[src/rtl/wall_collision_scanner_if.sv]
// Bus between the wall collision scanner and its surroundings: start/player request,
// the wall position read port, and the scan results.
interface wall_collision_scanner_if #(
  parameter int COORD_W = 11,
  parameter int IDX_W   = 4
);
  logic               start;
  logic [COORD_W-1:0] player_x;
  logic [COORD_W-1:0] player_y;
  logic [IDX_W-1:0]   wall_sel;
  logic [COORD_W-1:0] wall_x;
  logic [COORD_W-1:0] wall_y;
  logic               busy;
  logic               done;
  logic               hit;
  logic [IDX_W-1:0]   hit_idx;
  logic [IDX_W:0]     hit_count;

  // The master requests scans and serves wall positions for wall_sel.
  modport master (
    output start, player_x, player_y, wall_x, wall_y,
    input  wall_sel, busy, done, hit, hit_idx, hit_count
  );

  modport slave (
    input  start, player_x, player_y, wall_x, wall_y,
    output wall_sel, busy, done, hit, hit_idx, hit_count
  );
endinterface

[src/rtl/wall_collision_scanner.sv]
// Steps wall_sel through every wall, one per pixel_clk, and tests each wall box
// against the player box latched at start; reports any-hit, first hit index and hit count.
module wall_collision_scanner #(
  parameter int WALL_NUM = 10,
  parameter int IDX_W    = 4,
  parameter int COORD_W  = 11,
  parameter int WALL_W   = 32,
  parameter int WALL_H   = 32,
  parameter int PLAYER_W = 16,
  parameter int PLAYER_H = 16
) (
  input logic                   pixel_clk,
  input logic                   reset,
  wall_collision_scanner_if.slave bus
);

  typedef enum logic [1:0] {IDLE, SCAN, DONE} state_t;

  localparam int SUM_W = COORD_W + 1;
  localparam logic [IDX_W-1:0] LAST_SEL = IDX_W'(WALL_NUM - 1);

  state_t             state_q, state_d;
  logic [IDX_W-1:0]   sel_q, sel_d;
  logic [COORD_W-1:0] px_q, px_d, py_q, py_d;
  logic               hit_q, hit_d;
  logic [IDX_W-1:0]   idx_q, idx_d;
  logic [IDX_W:0]     cnt_q, cnt_d;

  // One extra bit on every sum keeps boxes near the right/bottom screen edge from wrapping.
  logic [SUM_W-1:0] wx_e, wy_e, px_e, py_e;
  logic             overlap;

  assign wx_e = {1'b0, bus.wall_x};
  assign wy_e = {1'b0, bus.wall_y};
  assign px_e = {1'b0, px_q};
  assign py_e = {1'b0, py_q};

  assign overlap = (wx_e < px_e + SUM_W'(PLAYER_W)) && (px_e < wx_e + SUM_W'(WALL_W)) &&
                   (wy_e < py_e + SUM_W'(PLAYER_H)) && (py_e < wy_e + SUM_W'(WALL_H));

  // NOTE: every signal gets its hold value first, so no path through the case infers a latch.
  always_comb begin
    state_d = state_q;
    sel_d   = sel_q;
    px_d    = px_q;
    py_d    = py_q;
    hit_d   = hit_q;
    idx_d   = idx_q;
    cnt_d   = cnt_q;
    unique case (state_q)
      IDLE: begin
        if (bus.start) begin
          px_d    = bus.player_x;
          py_d    = bus.player_y;
          hit_d   = 1'b0;
          idx_d   = '0;
          cnt_d   = '0;
          sel_d   = '0;
          state_d = SCAN;
        end
      end
      SCAN: begin
        if (overlap) begin
          cnt_d = cnt_q + 1'b1;
          hit_d = 1'b1;
          if (!hit_q) idx_d = sel_q;
        end
        if (sel_q == LAST_SEL) begin
          sel_d   = '0;
          state_d = DONE;
        end else begin
          sel_d = sel_q + 1'b1;
        end
      end
      DONE: begin
        sel_d   = '0;
        state_d = IDLE;
      end
      default: state_d = IDLE;
    endcase
  end

  // NOTE: state registers use non-blocking assignments so all of them update together on the edge.
  always_ff @(posedge pixel_clk or negedge reset) begin
    if (!reset) begin
      state_q <= IDLE;
      sel_q   <= '0;
      px_q    <= '0;
      py_q    <= '0;
      hit_q   <= 1'b0;
      idx_q   <= '0;
      cnt_q   <= '0;
    end else begin
      state_q <= state_d;
      sel_q   <= sel_d;
      px_q    <= px_d;
      py_q    <= py_d;
      hit_q   <= hit_d;
      idx_q   <= idx_d;
      cnt_q   <= cnt_d;
    end
  end

  assign bus.wall_sel  = sel_q;
  assign bus.busy      = (state_q == SCAN);
  assign bus.done      = (state_q == DONE);
  assign bus.hit       = hit_q;
  assign bus.hit_idx   = idx_q;
  assign bus.hit_count = cnt_q;

endmodule

[src/flat_wrapper.sv]
// flat-port wrapper written by rule: the top's interface ports become plain ports
module wall_collision_scanner_flat 
#(
  parameter int WALL_NUM = 10,
  parameter int IDX_W    = 4,
  parameter int COORD_W  = 11,
  parameter int WALL_W   = 32,
  parameter int WALL_H   = 32,
  parameter int PLAYER_W = 16,
  parameter int PLAYER_H = 16
)
  (pixel_clk, reset, bus_start, bus_player_x, bus_player_y, bus_wall_x, bus_wall_y, bus_wall_sel, bus_busy, bus_done, bus_hit, bus_hit_idx, bus_hit_count);
  wall_collision_scanner_if #(.COORD_W(COORD_W), .IDX_W(IDX_W)) bus_i ();
  input logic pixel_clk;
  input logic reset;
  input wire logic [$bits(bus_i.start)-1:0] bus_start;
  input wire logic [$bits(bus_i.player_x)-1:0] bus_player_x;
  input wire logic [$bits(bus_i.player_y)-1:0] bus_player_y;
  input wire logic [$bits(bus_i.wall_x)-1:0] bus_wall_x;
  input wire logic [$bits(bus_i.wall_y)-1:0] bus_wall_y;
  output wire logic [$bits(bus_i.wall_sel)-1:0] bus_wall_sel;
  output wire logic [$bits(bus_i.busy)-1:0] bus_busy;
  output wire logic [$bits(bus_i.done)-1:0] bus_done;
  output wire logic [$bits(bus_i.hit)-1:0] bus_hit;
  output wire logic [$bits(bus_i.hit_idx)-1:0] bus_hit_idx;
  output wire logic [$bits(bus_i.hit_count)-1:0] bus_hit_count;
  assign bus_i.start = bus_start;
  assign bus_i.player_x = bus_player_x;
  assign bus_i.player_y = bus_player_y;
  assign bus_i.wall_x = bus_wall_x;
  assign bus_i.wall_y = bus_wall_y;
  assign bus_wall_sel = bus_i.wall_sel;
  assign bus_busy = bus_i.busy;
  assign bus_done = bus_i.done;
  assign bus_hit = bus_i.hit;
  assign bus_hit_idx = bus_i.hit_idx;
  assign bus_hit_count = bus_i.hit_count;
  wall_collision_scanner #(.WALL_NUM(WALL_NUM), .IDX_W(IDX_W), .COORD_W(COORD_W), .WALL_W(WALL_W), .WALL_H(WALL_H), .PLAYER_W(PLAYER_W), .PLAYER_H(PLAYER_H)) u_core (.pixel_clk(pixel_clk), .reset(reset), .bus(bus_i));
endmodule
[config.mk]
export PLATFORM = sky130hd
export DESIGN_NAME = wall_collision_scanner_flat
export DESIGN_NICKNAME = d
export VERILOG_FILES = /design/src/rtl/wall_collision_scanner_if.sv /design/src/rtl/wall_collision_scanner.sv /design/src/flat_wrapper.sv
export SDC_FILE = /design/constraint.sdc
export NUM_CORES = 1
export LEC_CHECK = 0
export BUFFER_PORTS_ARGS = -buffer_cell sky130_fd_sc_hd__buf_2
export CORE_UTILIZATION = 45
export CTS_CLUSTER_DIAMETER = 200
export CTS_CLUSTER_SIZE = 25
export DETAILED_ROUTE_END_ITERATION = 12
export PLACE_DENSITY = 0.66
export SYNTH_ARGS = -nofsm -noshare
export SYNTH_HDL_FRONTEND = slang
export SYNTH_SLANG_ARGS = --single-unit
[constraint.sdc]
create_clock -name pixel_clk -period 3.84 [get_ports pixel_clk]
set_input_delay 1.152 -clock pixel_clk [delete_from_list [all_inputs] [get_ports pixel_clk]]
set_output_delay 1.152 -clock pixel_clk [all_outputs]
set_load 0.05 [all_outputs]
==> flow_metrics.tcl, run 1 <==
set metrics [dict create \
    postLayoutCellArea_sq_um 3500 \
    grt_max_degree 39 \
    cts-htree-levels 2 \
    ys_warn_count 0 \
    timing.fmax_ghz 0.311 \
    postCtsHoldBufs 0 \
    fin_skew_ps 2.88 \
    wl_per_cell_um 13.9 \
    clockBufferDepth 2 \
    place_area_sq_um 3410 \
    slew-limit-headroom_pct 36.1 \
    ys_types 44 \
    synth_seq_cells 38 \
    tightest_slew_ps 959 \
    violations "DRC" \
    hold_viol 0 \
    n_fill_cell 602 \
    maxCapViolCount 0 \
    multi_input_area_sq_um 1970 \
    cts_sinks 38 \
    initial_core_util_pct 47.1 \
    grt_use_total_pct 20.3 \
    synth_top_cell_by_area "dfrtp_1" \
    io_pins 63 \
    max_stage_delay_ps 320 \
    power_frac_comb_pct 55.6 \
    dr.pass1.iters 9 \
    p_per_area_nw_per_um2 708 \
    critPathMaxFanout 5 \
    syn_nets 442 \
    synth_ff_type "dfrtp_1" \
    dieArea_sq_um 7060 \
    coreArea_sq_um 6420 \
    slew_viol_final 0 \
    power_frac_seq_pct 33.1 \
    start_kind "input port" \
    syn_area_sq_um 3030 \
    cts_buffers 5 \
    cts_resized 0 \
    drive_gt1_share_pct 19.5 \
    cp_slowest_cell "nor3_4" \
    power_switching_mw 1.23 \
    remaining_drc_errors 7 \
    leakage_nw 1.83 \
    vias 2630 \
    vias_per_cell 5.39 \
    p_int_mw 1.25 \
    finalSetupViolCount 0 \
    rsz0062_at_grt "no" \
    arrival_ps 3430 \
    yosysTopAreaCellShare_pct 31.4 \
    diodes 0 \
    drt_iter0_markers 129 \
    die_w_um 84.0 \
    wl_um 6810 \
    grt_pass1_vias 2501 \
    place.gp.congestion 0.836 \
    final-seq-area_sq_um 951 \
    antenna_found_initial 0 \
    cts_setup_buffers 0 \
    whs_ps 522 \
    clkLatencyLatePin_ps 290 \
    crit_type "in2reg" \
    ys_seq_area_share_pct 31.4 \
    ant_nets 0 \
    final_cells 488 \
    holdCritPathClass "reg2reg" \
    die_h_um 84.0 \
    syn_inst 348 \
    clkTransAtPathRegs_ps 70 \
    grt_overflow 0 \
    worst_path_most_repeated_cell "ha_1" \
    fin_crit_ps 3210 \
    dp_cells 480 \
    area_growth_syn_to_layout_pct 15.6 \
    ys_top_cells_by_area "dfrtp_1 (31%), ha_1 (19%), nand2_1 (9.4%)" \
    power_frac_clock_pct 11.3 \
    cts_tree "built" \
    required_ps 4050 \
    swShare_pct 49.5 \
    period_share_pct 83.7 \
    layout.nets 504 \
    synth_area_per_cell_sq_um 8.70 \
    synth_edf_count 0 \
    rows 29 \
    peakVddDrop_mv 0.524 \
    cp-end-kind "flip-flop" \
    port_buffers 62 \
    status "finished with violations" \
    grt_pass1_wl_um 11500 \
    cp_cell_sequence "buf_2 -> ha_1 -> nand3_1 -> xor2_1 -> ha_1 -> a21o_1 -> a21oi_1 -> nor2_1 -> a211oi_1 -> nand4b_2 -> nor3_4 -> mux2i_1" \
    async_flop_share_pct 100 \
    tns_ps 0 \
    dp_hpwl_um 5430 \
    root_buffer "clkbuf_8" \
]
==> power groups by stage <==
stage / combinational [mW] / clock (mW) / sequential (mW)
after floorplan: 0.867 / 0 / 0.975
after global placement: 1.35 / 0 / 0.819
after detailed placement: 1.38 / 0 / 0.822
after CTS: 1.39 / 0.291 / 0.818
after global routing: 1.55 / 0.309 / 0.850
final: 1.38 / 0.280 / 0.819
==> cell families (layout without fill, tap and decap cells) <==
group,count (synthesis),after routing,synth area share (%)
DFF,38,38,31.4
buffers and inverters,29,92,3.59
muxes,8,8,2.64
AOI/OAI and AO/OA,52,52,11.3
adders and majority gates,47,47,19.4
and+or+nand+nor,154,154,25.9
xor gates and xnor gates,20,20,5.78
==> worst max-delay path, delay by kind of cell <==
family / cells / cell delay [ps]
compound gates: 3 / 580
xor+xnor: 1 / 160
fa+ha+maj: 2 / 500
buf+inv: 1 / 130
mux: 1 / 210
simple gates: 4 / 710
==> area by class of cell <==
cell class	instances	area share (%)
clock buffer	7	2.47
clock inverter	1	0.143
inverter	22	2.36
multi-input combinational	281	56.2
sequential	38	27.2
tap	77	2.75
timing repair buffer	62	8.87
==> cells in the mapped netlist, types with 7 or more instances <==
master	instances
nor3_1	7
dfrtp_1	38
a21oi_1	19
ha_1	47
xor2_1	16
inv_1	22
mux2i_1	8
nand3_1	22
and3_1	9
nand2_1	76
o21ai_0	14
nor2_1	13
==> path summary, 6_finish.rpt <==
| kind | startpoint | end | slack, ps | cells after the start |
|---|---|---|---|---|
| setup / recovery | bus_wall_x[5] | u_core.bus.hit_idx[3]$_DFFE_PN0P_ | 630 | 12 |
| hold / removal | u_core.py_q[0]$_DFFE_PN0P_ | u_core.py_q[0]$_DFFE_PN0P_ | 520 | 2 |
| setup reg to reg | u_core.py_q[4]$_DFFE_PN0P_ | u_core.bus.hit_count[2]$_DFFE_PN0P_ | 1160 | 10 |
| hold reg to reg | u_core.py_q[0]$_DFFE_PN0P_ | u_core.py_q[0]$_DFFE_PN0P_ | 520 | 2 |
| max in group asynchronous | reset | u_core.px_q[9]$_DFFE_PN0P_ | 2340 | 1 |
| min in group asynchronous | reset | u_core.bus.wall_sel[1]$_DFFE_PN0P_ | 970 | 1 |
==> cells in the final DEF (no fill, tap or decap), types with 2 or more instances in the layout <==
cell and instances:
a211oi_1 3, and2_1 2, nand2_1 76, nand3_1 22
mux2i_1 8, a31o_1 2, a2111oi_0 2, clkbuf_8 6
dfrtp_1 38, and3_1 9, o22ai_1 2, nor2b_1 4
xor2_1 16, buf_2 62, xnor2_1 4, a21oi_1 19
nor3_1 7, inv_1 22, o21ai_0 14, nor2_1 13
nand2b_1 5, nand4b_1 2, ha_1 47, a21o_1 3
and4bb_1 2
==> through the flow <==
| step | setup WS (ps) | power (mW) | utilization (%) |
|---|---|---|---|
| after floorplan | 655 | 1.84 | - |
| after global placement | 365 | 2.17 | 53.1 |
| after detailed placement | 310 | 2.20 | 53.1 |
| after CTS | 621 | 2.50 | 54.5 |
| after global routing | 490 | 2.70 | 54.5 |
| final | 628 | 2.48 | 54.5 |
==> per-layer routing <==
metal	wire (um)	GRT usage, %	part of all wire (%)
met2	3000	30.6	44
met3	341	2.87	5.0
met5	0	0	0
met1	3390	30.3	50
met4	73	5.64	1.1
==> registers in the layout, summed over array words and instances (netlist names) <==
signal and count:
u_core.px_q 11, u_core.py_q 11, u_core.bus.hit_count 5, u_core.bus.hit_idx 4
u_core.bus.wall_sel 4, u_core.state_q 2, u_core.bus.hit 1
Power figures use the tool's default switching activity.
==> run 2: changes to the inputs <==
clock period = 3 ns   (was 3.84 ns; I/O delays follow)
==> run 2 against run 1 <==
- the run still ends with DRC left
- clock power rose by 93%
- final cell count grew 3.1%
- sequential share of layout area shrank 1.8 points
- hold slack improved by 4.0 ps
- first-iteration DRC count grew 1.6%
- cell area rose by 6.9%
- sequential power is 28% higher
- clock-buffer cell count fell by 1
- die area stayed put
- clock skew about the same
- largest power group unchanged
==> flow_metrics.tcl, run 2 (same netlist as run 1, synthesis figures left out) <==
set metrics [dict create \
    clkTransAtPathRegs_ps 70 \
    peakVddDrop_mv 0.664 \
    cts_tree "built" \
    grt_use_total_pct 20.9 \
    leakage_nw 1.96 \
    vias_per_cell 5.29 \
    multi_input_area_sq_um 2030 \
    root_buffer "clkbuf_8" \
    required_ps 3180 \
    wl_um 7070 \
    use_met1_pct 30.6 \
    dr.pass1.iters 8 \
    io_pins 63 \
    slew_viol_final 0 \
    clockBufferDepth 2 \
    hold_viol 0 \
    grt_pass1_wl_um 11800 \
    grt_max_degree 39 \
    antenna_found_initial 0 \
    holdCritPathClass "reg2reg" \
    rows 29 \
    cp-end-kind "flip-flop" \
    die_w_um 84.0 \
    drive_gt1_share_pct 24.9 \
    met2_usage_pct 32.3 \
    cts_sinks 38 \
    vias 2659 \
    dp_cells 493 \
    remaining_drc_errors 8 \
    period_share_pct 95.7 \
    coreArea_sq_um 6420 \
    final-seq-area_sq_um 951 \
    diodes 0 \
    grt_overflow 0 \
    postLayoutCellArea_sq_um 3740 \
    place.gp.congestion 0.846 \
    port_buffers 62 \
    ant_nets 0 \
    mostFrequentLayoutCell "nand2_1" \
    final_cell_mix "nand2_1 (76), buf_2 (60), ha_1 (45)" \
    cts_buffers 5 \
    die_h_um 84.0 \
    place_area_sq_um 3510 \
    final_cells 503 \
    grt_pass1_vias 2558 \
    slew-limit-headroom_pct 40.3 \
    start_kind "input port" \
    maxCapViolCount 0 \
    arrival_ps 3050 \
    fin_skew_ps 3.37 \
    grt_busiest_layer "met2" \
    n_fill_cell 605 \
    met3_usage_pct 3.07 \
    drt_iter0_markers 131 \
    status "finished with violations" \
    tightest_slew_ps 894 \
    finalSetupViolCount 0 \
    violations "DRC" \
    p_per_area_nw_per_um2 927 \
    wl_per_cell_um 14.1 \
    dp_slack_ps -300 \
    dieArea_sq_um 7060 \
    crit_type "in2reg" \
    layout_setup_ws_ps 128 \
    clkLatencyLatePin_ps 290 \
    layout.nets 519 \
    cts-htree-levels 2 \
    dp_hpwl_um 5540 \
    area_growth_syn_to_layout_pct 23.6 \
    timing.fmax_ghz 0.348 \
    critPathMaxFanout 4 \
    initial_core_util_pct 47.1 \
    fin_crit_ps 2870 \
]
## run 2: path summary, 6_finish.rpt
| kind | from | cells past startpoint | to | slack, ps |
|---|---|---|---|---|
| max | bus_wall_x[5] | 12 | u_core.bus.hit_count[1]$_DFFE_PN0P_ | 130 |
| min in group asynchronous | reset | 1 | u_core.bus.wall_sel[1]$_DFFE_PN0P_ | 700 |
| min reg2reg | u_core.py_q[0]$_DFFE_PN0P_ | 2 | u_core.py_q[0]$_DFFE_PN0P_ | 530 |
| max reg2reg | u_core.py_q[4]$_DFFE_PN0P_ | 10 | u_core.bus.hit_idx[2]$_DFFE_PN0P_ | 370 |
| min | u_core.py_q[0]$_DFFE_PN0P_ | 2 | u_core.py_q[0]$_DFFE_PN0P_ | 530 |
| max in group asynchronous | reset | 1 | u_core.py_q[7]$_DFFE_PN0P_ | 1750 |
## run 2: layout make-up
class                           instances  area share (%)
Multi-Input combinational cell        281            54.4
Timing Repair Buffer                   77            11.6
Clock inverter                          2            1.60
Inverter                               22            2.21
Clock buffer                            6            2.21
Sequential cell                        38            25.4
Tap cell                               77            2.57
## run 2: per-layer routing
metal / vias up / wire length (um) / part of all wire [%]
met4: 0 / 56 / 0.79
met1: 1244 / 3560 / 50
met2: 56 / 3200 / 45
met3: 5 / 258 / 3.6
li1: 1354 / - / -
met5: - / 0 / 0
## run 2: what timing repair did
action                                  CTS  global route
hold buffers                              0             0
setup buffers                             0             2
resized for setup                         0            17
endpoints found under the setup margin    0             8
## run 2: per-stage QoR
step / TNS (ps) / util (%) / hold slack, ps / power (mW)
after floorplan: 0 / - / 469 / 2.36
after global placement: -1330 / 54.6 / 503 / 2.80
after detailed placement: -2030 / 54.6 / 517 / 2.86
after CTS: 0 / 56.8 / 534 / 3.41
after global routing: -27.9 / 58.3 / 577 / 3.76
final: 0 / 58.3 / 526 / 3.47
## run 2: power by group
| part | leakage (nW) | internal [mW] | switching [mW] |
|---|---|---|---|
| Clock | 0.0714 | 0.355 | 0.185 |
| Sequential | 0.482 | 0.741 | 0.313 |
| Combinational | 1.41 | 0.740 | 1.13 |
| Total | 1.96 | 1.84 | 1.63 |
## run 2: worst max-delay path, stage by stage
cell	delay, ps
buf_2	120
ha_4	140
nand3_2	70
xor2_1	160
ha_1	320
a21o_1	210
a21oi_2	150
nor2_2	60
a2111oi_2	300
and4bb_1	310
nand2_2	110
a31o_1	220
